### src/rtl/keygen_sequencer_pkg.sv
// Shared types and constants for the RSA key-generation sequencer and its prime fetcher.
package keygen_sequencer_pkg;

    localparam int unsigned KG_SIZE    = 55;
    localparam int unsigned KG_WIDE    = 2 * KG_SIZE;
    localparam int unsigned KG_E_TRIES = 16;
    localparam int unsigned KG_ROUNDS  = 4;

    // Clamped so a degenerate count range still yields a one-bit counter.
    function automatic int unsigned cnt_width(input int unsigned n_vals);
        return (n_vals <= 1) ? 1 : $clog2(n_vals);
    endfunction

    localparam int unsigned KG_ECNT_W = cnt_width(KG_E_TRIES + 1);
    localparam int unsigned KG_RCNT_W = cnt_width(KG_ROUNDS);

    typedef enum logic [3:0] {
        StIdle,
        StGetP,
        StGetQ,
        StMulN,
        StMulL,
        StGetE,
        StChkE,
        StInv,
        StLoad,
        StDone,
        StFail
    } kg_state_e;

    typedef enum logic {
        FetchIdle,
        FetchReq
    } fetch_state_e;

endpackage

### src/rtl/keygen_sequencer_if.sv
// Handshake bundle between the sequencer and its prime source, multiplier, inverse unit
// and output stage.
interface keygen_sequencer_if #(
    parameter int unsigned SIZE = 55
);
    logic              st;
    logic              busy;
    logic              done;
    logic              fail;
    logic              prime_req;
    logic              prime_ack;
    logic [SIZE-1:0]   prime_val;
    logic              mul_start;
    logic [SIZE-1:0]   mul_a;
    logic [SIZE-1:0]   mul_b;
    logic              mul_done;
    logic [2*SIZE-1:0] mul_f;
    logic              inv_start;
    logic [SIZE-1:0]   inv_e;
    logic [2*SIZE-1:0] inv_m;
    logic              inv_done;
    logic              inv_ok;
    logic [2*SIZE-1:0] inv_d;
    logic              Load;
    logic [2*SIZE-1:0] n;
    logic [SIZE-1:0]   e;
    logic [2*SIZE-1:0] d;

    modport master (
        input  st, prime_ack, prime_val, mul_done, mul_f, inv_done, inv_ok, inv_d,
        output busy, done, fail, prime_req, mul_start, mul_a, mul_b, inv_start, inv_e, inv_m,
               Load, n, e, d
    );

    modport slave (
        output st, prime_ack, prime_val, mul_done, mul_f, inv_done, inv_ok, inv_d,
        input  busy, done, fail, prime_req, mul_start, mul_a, mul_b, inv_start, inv_e, inv_m,
               Load, n, e, d
    );
endinterface

### src/rtl/keygen_sequencer_prime_fetch.sv
// Request/ack handshake with the prime source; o_vld pulses the cycle after the ack with the
// captured value on o_val.
module keygen_sequencer_prime_fetch
    import keygen_sequencer_pkg::*;
#(
    parameter int unsigned SIZE = KG_SIZE
) (
    input  logic            clk,
    input  logic            reset,
    input  logic            i_go,
    input  logic            i_ack,
    input  logic [SIZE-1:0] i_val,
    output logic            o_req,
    output logic            o_vld,
    output logic [SIZE-1:0] o_val
);

    fetch_state_e    r_state;
    fetch_state_e    w_state_next;
    logic            r_vld;
    logic [SIZE-1:0] r_val;
    logic            w_capture;

    always_comb begin
        w_state_next = r_state;
        w_capture    = 1'b0;
        case (r_state)
            FetchIdle: begin
                if (i_go) w_state_next = FetchReq;
            end
            FetchReq: begin
                if (i_ack) begin
                    w_capture    = 1'b1;
                    w_state_next = FetchIdle;
                end
            end
        endcase
    end

    always_ff @(posedge clk or posedge reset) begin
        if (reset) begin
            r_state <= FetchIdle;
            r_vld   <= 1'b0;
            r_val   <= '0;
        end else begin
            r_state <= w_state_next;
            r_vld   <= w_capture;
            if (w_capture) r_val <= i_val;
        end
    end

    assign o_req = (r_state == FetchReq);
    assign o_vld = r_vld;
    assign o_val = r_val;

endmodule

### src/rtl/keygen_sequencer.sv
// RSA key-generation control: draws p, q and e, drives the shared multiplier and the
// modular-inverse unit, retries on rejection and presents n, e, d with a Load strobe.
module keygen_sequencer
    import keygen_sequencer_pkg::*;
#(
    parameter int unsigned SIZE    = KG_SIZE,
    parameter int unsigned E_TRIES = KG_E_TRIES,
    parameter int unsigned ROUNDS  = KG_ROUNDS
) (
    input logic               clk,
    input logic               reset,
    keygen_sequencer_if.master bus
);

    localparam int unsigned WIDE = 2 * SIZE;
    localparam int unsigned ECW  = cnt_width(E_TRIES + 1);
    localparam int unsigned RCW  = cnt_width(ROUNDS);
    localparam logic [ECW-1:0] ECNT_MAX  = ECW'(E_TRIES);
    localparam logic [RCW-1:0] RCNT_LAST = RCW'(ROUNDS - 1);

    kg_state_e       r_state;
    kg_state_e       w_state_next;
    logic [SIZE-1:0] r_p, r_q, r_ecand, r_mul_a, r_mul_b, r_e;
    logic [WIDE-1:0] r_nval, r_l, r_n, r_d;
    logic [ECW-1:0]  r_ecnt;
    logic [RCW-1:0]  r_rcnt;
    logic            r_mul_start, r_inv_start, r_issued;
    logic            r_busy, r_done, r_fail, r_load;

    logic            w_go, w_fetch_req, w_fetch_vld, w_val_ok;
    logic [SIZE-1:0] w_fetch_val;
    logic            w_mul_fire, w_inv_fire, w_mul_evt, w_inv_evt;
    logic            w_reject, w_new_round, w_begin, w_next_idle;

    keygen_sequencer_prime_fetch #(
        .SIZE (SIZE)
    ) u_prime_fetch (
        .clk   (clk),
        .reset (reset),
        .i_go  (w_go),
        .i_ack (bus.prime_ack),
        .i_val (bus.prime_val),
        .o_req (w_fetch_req),
        .o_vld (w_fetch_vld),
        .o_val (w_fetch_val)
    );

    // A done that coincides with its own start strobe is not a completion.
    assign w_mul_evt = ((r_state == StMulN) || (r_state == StMulL)) && r_issued &&
                       !r_mul_start && bus.mul_done;
    assign w_inv_evt = (r_state == StInv) && r_issued && !r_inv_start && bus.inv_done;

    always_comb begin
        w_state_next = r_state;
        w_go         = 1'b0;
        w_val_ok     = 1'b1;
        w_mul_fire   = 1'b0;
        w_inv_fire   = 1'b0;
        w_reject     = 1'b0;
        w_new_round  = 1'b0;
        w_begin      = 1'b0;
        unique case (r_state)
            StIdle, StDone, StFail: begin
                if (bus.st) begin
                    w_begin      = 1'b1;
                    w_state_next = StGetP;
                end
            end
            StGetP: begin
                w_val_ok = (w_fetch_val >= SIZE'(3));
                w_go     = !w_fetch_req && !(w_fetch_vld && w_val_ok);
                if (w_fetch_vld && w_val_ok) w_state_next = StGetQ;
            end
            StGetQ: begin
                w_val_ok = (w_fetch_val >= SIZE'(3)) && (w_fetch_val != r_p);
                w_go     = !w_fetch_req && !(w_fetch_vld && w_val_ok);
                if (w_fetch_vld && w_val_ok) w_state_next = StMulN;
            end
            StMulN: begin
                if (!r_issued) w_mul_fire = 1'b1;
                else if (w_mul_evt) w_state_next = StMulL;
            end
            StMulL: begin
                if (!r_issued) w_mul_fire = 1'b1;
                else if (w_mul_evt) w_state_next = StGetE;
            end
            StGetE: begin
                w_go = !w_fetch_req && !w_fetch_vld;
                if (w_fetch_vld) w_state_next = StChkE;
            end
            StChkE: begin
                if ((r_ecand < SIZE'(3)) || ({{SIZE{1'b0}}, r_ecand} >= r_l)) w_reject = 1'b1;
                else w_state_next = StInv;
            end
            StInv: begin
                if (!r_issued) w_inv_fire = 1'b1;
                else if (w_inv_evt) begin
                    if (bus.inv_ok) w_state_next = StLoad;
                    else w_reject = 1'b1;
                end
            end
            StLoad:  w_state_next = StDone;
            default: w_state_next = StIdle;
        endcase
        if (w_reject) begin
            if (r_ecnt < ECNT_MAX) begin
                w_state_next = StGetE;
            end else if (r_rcnt < RCNT_LAST) begin
                w_new_round  = 1'b1;
                w_state_next = StGetP;
            end else begin
                w_state_next = StFail;
            end
        end
    end

    assign w_next_idle = (w_state_next == StIdle) || (w_state_next == StDone) ||
                         (w_state_next == StFail);

    always_ff @(posedge clk or posedge reset) begin
        if (reset) begin
            r_state     <= StIdle;
            r_p         <= '0;
            r_q         <= '0;
            r_ecand     <= '0;
            r_mul_a     <= '0;
            r_mul_b     <= '0;
            r_nval      <= '0;
            r_l         <= '0;
            r_n         <= '0;
            r_e         <= '0;
            r_d         <= '0;
            r_ecnt      <= '0;
            r_rcnt      <= '0;
            r_mul_start <= 1'b0;
            r_inv_start <= 1'b0;
            r_issued    <= 1'b0;
            r_busy      <= 1'b0;
            r_done      <= 1'b0;
            r_fail      <= 1'b0;
            r_load      <= 1'b0;
        end else begin
            r_state     <= w_state_next;
            r_mul_start <= w_mul_fire;
            r_inv_start <= w_inv_fire;
            if (w_mul_fire || w_inv_fire) r_issued <= 1'b1;
            else if (w_state_next != r_state) r_issued <= 1'b0;
            if (w_mul_fire) begin
                r_mul_a <= (r_state == StMulN) ? r_p : (r_p - SIZE'(1));
                r_mul_b <= (r_state == StMulN) ? r_q : (r_q - SIZE'(1));
            end
            if (w_fetch_vld && (r_state == StGetP)) r_p <= w_fetch_val;
            if (w_fetch_vld && (r_state == StGetQ)) r_q <= w_fetch_val;
            if (w_fetch_vld && (r_state == StGetE)) begin
                r_ecand <= w_fetch_val;
                r_ecnt  <= r_ecnt + ECW'(1);
            end
            if (w_mul_evt && (r_state == StMulN)) r_nval <= bus.mul_f;
            if (w_mul_evt && (r_state == StMulL)) r_l <= bus.mul_f;
            if (w_begin) begin
                r_ecnt <= '0;
                r_rcnt <= '0;
            end
            if (w_new_round) begin
                r_ecnt <= '0;
                r_rcnt <= r_rcnt + RCW'(1);
            end
            r_busy <= !w_next_idle;
            r_done <= (w_state_next == StDone);
            r_fail <= (w_state_next == StFail);
            r_load <= (w_state_next == StLoad);
            // LOAD is entered only on the inverse completion edge, so inv_d is live here.
            if (w_state_next == StLoad) begin
                r_n <= r_nval;
                r_e <= r_ecand;
                r_d <= bus.inv_d;
            end
        end
    end

    assign bus.busy      = r_busy;
    assign bus.done      = r_done;
    assign bus.fail      = r_fail;
    assign bus.prime_req = w_fetch_req;
    assign bus.mul_start = r_mul_start;
    assign bus.mul_a     = r_mul_a;
    assign bus.mul_b     = r_mul_b;
    assign bus.inv_start = r_inv_start;
    assign bus.inv_e     = r_ecand;
    assign bus.inv_m     = r_l;
    assign bus.Load      = r_load;
    assign bus.n         = r_n;
    assign bus.e         = r_e;
    assign bus.d         = r_d;

endmodule

### src/flat_wrapper.sv
// flat-port wrapper written by rule: the top's interface ports become plain ports
module keygen_sequencer_flat import keygen_sequencer_pkg::*;
#(
    parameter int unsigned SIZE    = KG_SIZE,
    parameter int unsigned E_TRIES = KG_E_TRIES,
    parameter int unsigned ROUNDS  = KG_ROUNDS
)
  (clk, reset, bus_st, bus_prime_ack, bus_prime_val, bus_mul_done, bus_mul_f, bus_inv_done, bus_inv_ok, bus_inv_d, bus_busy, bus_done, bus_fail, bus_prime_req, bus_mul_start, bus_mul_a, bus_mul_b, bus_inv_start, bus_inv_e, bus_inv_m, bus_Load, bus_n, bus_e, bus_d);
  keygen_sequencer_if #(.SIZE(SIZE)) bus_i ();
  input logic clk;
  input logic reset;
  input wire logic [$bits(bus_i.st)-1:0] bus_st;
  input wire logic [$bits(bus_i.prime_ack)-1:0] bus_prime_ack;
  input wire logic [$bits(bus_i.prime_val)-1:0] bus_prime_val;
  input wire logic [$bits(bus_i.mul_done)-1:0] bus_mul_done;
  input wire logic [$bits(bus_i.mul_f)-1:0] bus_mul_f;
  input wire logic [$bits(bus_i.inv_done)-1:0] bus_inv_done;
  input wire logic [$bits(bus_i.inv_ok)-1:0] bus_inv_ok;
  input wire logic [$bits(bus_i.inv_d)-1:0] bus_inv_d;
  output wire logic [$bits(bus_i.busy)-1:0] bus_busy;
  output wire logic [$bits(bus_i.done)-1:0] bus_done;
  output wire logic [$bits(bus_i.fail)-1:0] bus_fail;
  output wire logic [$bits(bus_i.prime_req)-1:0] bus_prime_req;
  output wire logic [$bits(bus_i.mul_start)-1:0] bus_mul_start;
  output wire logic [$bits(bus_i.mul_a)-1:0] bus_mul_a;
  output wire logic [$bits(bus_i.mul_b)-1:0] bus_mul_b;
  output wire logic [$bits(bus_i.inv_start)-1:0] bus_inv_start;
  output wire logic [$bits(bus_i.inv_e)-1:0] bus_inv_e;
  output wire logic [$bits(bus_i.inv_m)-1:0] bus_inv_m;
  output wire logic [$bits(bus_i.Load)-1:0] bus_Load;
  output wire logic [$bits(bus_i.n)-1:0] bus_n;
  output wire logic [$bits(bus_i.e)-1:0] bus_e;
  output wire logic [$bits(bus_i.d)-1:0] bus_d;
  assign bus_i.st = bus_st;
  assign bus_i.prime_ack = bus_prime_ack;
  assign bus_i.prime_val = bus_prime_val;
  assign bus_i.mul_done = bus_mul_done;
  assign bus_i.mul_f = bus_mul_f;
  assign bus_i.inv_done = bus_inv_done;
  assign bus_i.inv_ok = bus_inv_ok;
  assign bus_i.inv_d = bus_inv_d;
  assign bus_busy = bus_i.busy;
  assign bus_done = bus_i.done;
  assign bus_fail = bus_i.fail;
  assign bus_prime_req = bus_i.prime_req;
  assign bus_mul_start = bus_i.mul_start;
  assign bus_mul_a = bus_i.mul_a;
  assign bus_mul_b = bus_i.mul_b;
  assign bus_inv_start = bus_i.inv_start;
  assign bus_inv_e = bus_i.inv_e;
  assign bus_inv_m = bus_i.inv_m;
  assign bus_Load = bus_i.Load;
  assign bus_n = bus_i.n;
  assign bus_e = bus_i.e;
  assign bus_d = bus_i.d;
  keygen_sequencer #(.SIZE(SIZE), .E_TRIES(E_TRIES), .ROUNDS(ROUNDS)) u_core (.clk(clk), .reset(reset), .bus(bus_i));
endmodule
### config.mk
export PLATFORM = sky130hd
export DESIGN_NAME = keygen_sequencer_flat
export DESIGN_NICKNAME = d
export VERILOG_FILES = /design/src/rtl/keygen_sequencer_pkg.sv /design/src/rtl/keygen_sequencer_if.sv /design/src/rtl/keygen_sequencer_prime_fetch.sv /design/src/rtl/keygen_sequencer.sv /design/src/flat_wrapper.sv
export SDC_FILE = /design/constraint.sdc
export NUM_CORES = 2
export LEC_CHECK = 0
export ABC_CLOCK_PERIOD_IN_PS = 43400
export BUFFER_PORTS_ARGS = -buffer_cell sky130_fd_sc_hd__buf_2
export CAP_MARGIN = 20
export CORE_MARGIN = 2
export CORE_UTILIZATION = 34
export DETAILED_ROUTE_END_ITERATION = 12
export PLACE_DENSITY = 0.52
export SLEW_MARGIN = 20
export SYNTH_ARGS = -nofsm -noshare
export SYNTH_HDL_FRONTEND = slang
export SYNTH_HIERARCHICAL = 1
export SYNTH_SLANG_ARGS = --single-unit
### constraint.sdc
create_clock -name clk -period 43.4 [get_ports clk]
set_clock_uncertainty 0.1 [all_clocks]
set_input_delay 2.17 -clock clk [delete_from_list [all_inputs] [get_ports clk]]
set_output_delay 2.17 -clock clk [all_outputs]
set_load 0.05 [all_outputs]
==> results.cfg <==
[sta]
setup_viol = 0
slew_headroom = 0.268
worstMarginPinSlew_ns = 1.10
period_share = 0.107
fin_crit_ns = 4.66
slew_viol_final = 0
setup_ws_ns = 38.74
setup_tns_ns = 0
whs_ns = 0.370
rsz0062_at_grt = false
finalHoldViolCount = 0
fmax_mhz = 215

[yosys]
synth-seq-cells = 845
synthesis.nets = 3098
synth_flop_cell = dfrtp_1
avgSynthCellArea_um2 = 13.0
netlist_instances = 2757
synth_area_um2 = 35900
async_flop_share = 1.00
yosysSeqAreaShare = 0.589
synth-edff-count = 0
synth.distinct_cells = 67
ys_warn_count = 6

[min_path]
hold_path_class = register to register
worstHoldStart = u_core/bus.mul_b[28]

[layout]
mostFrequentLayoutCells = dfrtp_1 (845), buf_2 (838), mux2_2 (621)
multi_input_area_um2 = 14000
nNetsFinal = 3936
final_common_cell = dfrtp_1
fillerInstances = 10163
syn_to_final_growth_pct = 25.4
drive_gt1_frac = 0.472
seq_area_um2 = 21100

[clock_tree]
tritoncts = built
insertion_delay_ns = 0.69
postCtsSetupBuffers = 0
numCtsBuffers = 98
path_clk_slew_ns = 0.06
clock-sinks = 845
post_cts_resized = 0
root_buffer = clkbuf_16
cts_hold_buf = 0
h-tree-depth = 3
cts_buffer_depth = 3

[job]
max_cap_viol_count = 0

[worst_setup_path]
slowest_delay_ns = 0.71
crit_path_max_fanout = 138
crit_start = bus_inv_ok
critPathLaunchType = input pin
worstSetupEndpointType = register
r2r_cells = 11
path_class = input pin to register
rr_startpoint = u_core/bus.inv_e[44]
worstPathArrival_ns = 5.10
cp-endpoint = u_core/bus.e[27]
slowest_stage = buf_4
cp.required_ns = 43.85
cp_cell_sequence = buf_2 -> nand4b_1 -> nor2_4 -> buf_4 -> buf_12 -> mux2_2
r2r_slack_ns = 39.21
r2r-end = u_core/r_issued

[outcome]
status = finished, final reports clean

[drt]
drt_wl_total_mm = 134
remaining_drc_errors = 0
drt_iter0_markers = 1317
first_pass_iters = 5
viasPerCell = 4.96
num_vias = 25136
wl_per_cell_um = 26.4
ant_nets = 0

[die]
rows = 119
dieArea_um2 = 108000
coreArea_um2 = 105000
fp.dieW_um = 329
die_h_um = 329
ios = 839
initial_core_util = 0.342

[grt]
track_usage = 0.243
grt-ovfl-total = 0
grt_first_pass_wirelength_mm = 189
grt_pass1_vias = 25467
grt_max_degree = 143
antenna_found_initial = 31

[power_and_ir_drop]
total_leakage_power_nw = 22.9
p_per_area_nw_per_um2 = 90.4
ir_drop_v = 0.0000579

[placed_design]
io_buffers = 838
dpl_worst_slack_ns = 38.07
gp_congestion = 0.857
dpl.hpwl_mm = 101
-- report_power, final --
part / internal, mW / leakage (nW) / switching [mW] / total [mW]
Clock: 0.513 / 1.67 / 0.352 / 0.865
Combinational: 0.531 / 10.2 / 1.18 / 1.71
Sequential: 1.10 / 11.0 / 0.398 / 1.50
-- synthesized netlist by cell type (3+ instances only) --
cell      count  area, um2
or4_4         4       45.0
nor2_1       67        251
inv_1        75        282
buf_6         5       56.3
buf_2         9       45.0
nand2b_1      4       25.0
o21ai_1      12       60.1
o21ai_0     106        531
or2_2         5       31.3
nor4_2        5       62.6
a21o_1        5       37.5
nor2b_1       6       37.5
xnor2_1      88        771
nand2_1     319       1200
nor3_1       32        160
nand3_1      10       50.1
a211oi_1      4       30.0
nor3_2        5       50.1
clkbuf_1    113        424
ha_1         59        738
a31oi_1       8       50.1
xor2_1       75        657
dfrtp_1     845      21100
nor4_1       72        450
mux2_2      621       6990
nand3b_1     10       75.1
or3_1        22        138
a21oi_1      31        155
nand4_1      37        231
mux2_4       39        586
buf_1         4       15.0
mux2i_1       3       30.0
or4_1         8       60.1
o211ai_1      4       30.0
-- worst min path at each step --
stage	to	slack (ns)	cells after the start
after global placement	u_core/bus.mul_b[40]	0.36	2
after CTS	u_core/bus.mul_b[40]	0.38	2
after detailed placement	u_core/bus.mul_b[28]	0.36	2
after global routing	u_core/bus.mul_b[24]	0.39	2
after floorplan	u_core/r_rcnt[0]	0.36	1
final	u_core/bus.mul_b[28]	0.37	2
-- stage by stage --
stage | std cells | total power [mW] | instance area [um2] | utilization
2_1_floorplan | 2757 | 2.61 | 35900 | -
3_3_place_gp | 4886 | 3.21 | 41600 | 0.396
3_5_place_dp | 4886 | 3.23 | 41600 | 0.396
4_1_cts | 5063 | 4.12 | 45000 | 0.428
5_1_grt | 5068 | 4.28 | 45000 | 0.429
6_report | 5068 | 4.07 | 45000 | 0.429
-- cell type report --
cell class | count | area share
Sequential cell | 845 | 0.469
Multi-Input combinational cell | 1706 | 0.311
Timing Repair Buffer | 869 | 0.0989
Clock buffer | 130 | 0.0620
Tap cell | 1391 | 0.0386
Clock inverter | 47 | 0.0131
Inverter | 75 | 0.00642
Antenna cell | 5 | 0.000278
-- flip-flops by register name (all words and copies together) (netlist names), 2 cells and up --
signal                      count
u_core/bus.d                  110
u_core/bus.inv_m              110
u_core/bus.n                  110
u_core/r_nval                 110
u_core/bus.e                   55
u_core/bus.inv_e               55
u_core/bus.mul_a               55
u_core/bus.mul_b               55
u_core/r_p                     55
u_core/r_q                     55
u_core/u_prime_fetch/o_val     55
u_core/r_ecnt                   5
u_core/r_state                  4
u_core/r_rcnt                   2
-- critical path, delay by kind of cell --
kind	cells	cell delay [ns]
mux	1	0.42
simple gates	2	0.78
buf+inv	3	1.32
-- metal layers --
metal,share of wire,global-route usage,vias up
met4,0.026,0.0718,14
met3,0.057,0.0514,178
met5,0.00060,0,-
met1,0.42,0.315,12888
met2,0.49,0.407,719
li1,-,-,11337
-- cells by family (layout without fill, tap and decap cells) --
group	after synthesis	count (layout)	share of synthesized area
flip-flops	845	845	0.589
multiplexers	663	663	0.212
AND/OR/NAND/NOR	627	627	0.0860
buffers and inverters	206	1121	0.0229
AO/OA/AOI/OAI	193	193	0.0303
XOR/XNOR	163	163	0.0397
adder cells (fa/ha/maj)	60	60	0.0208
other	0	5	0
Power figures use the tool's default switching activity.
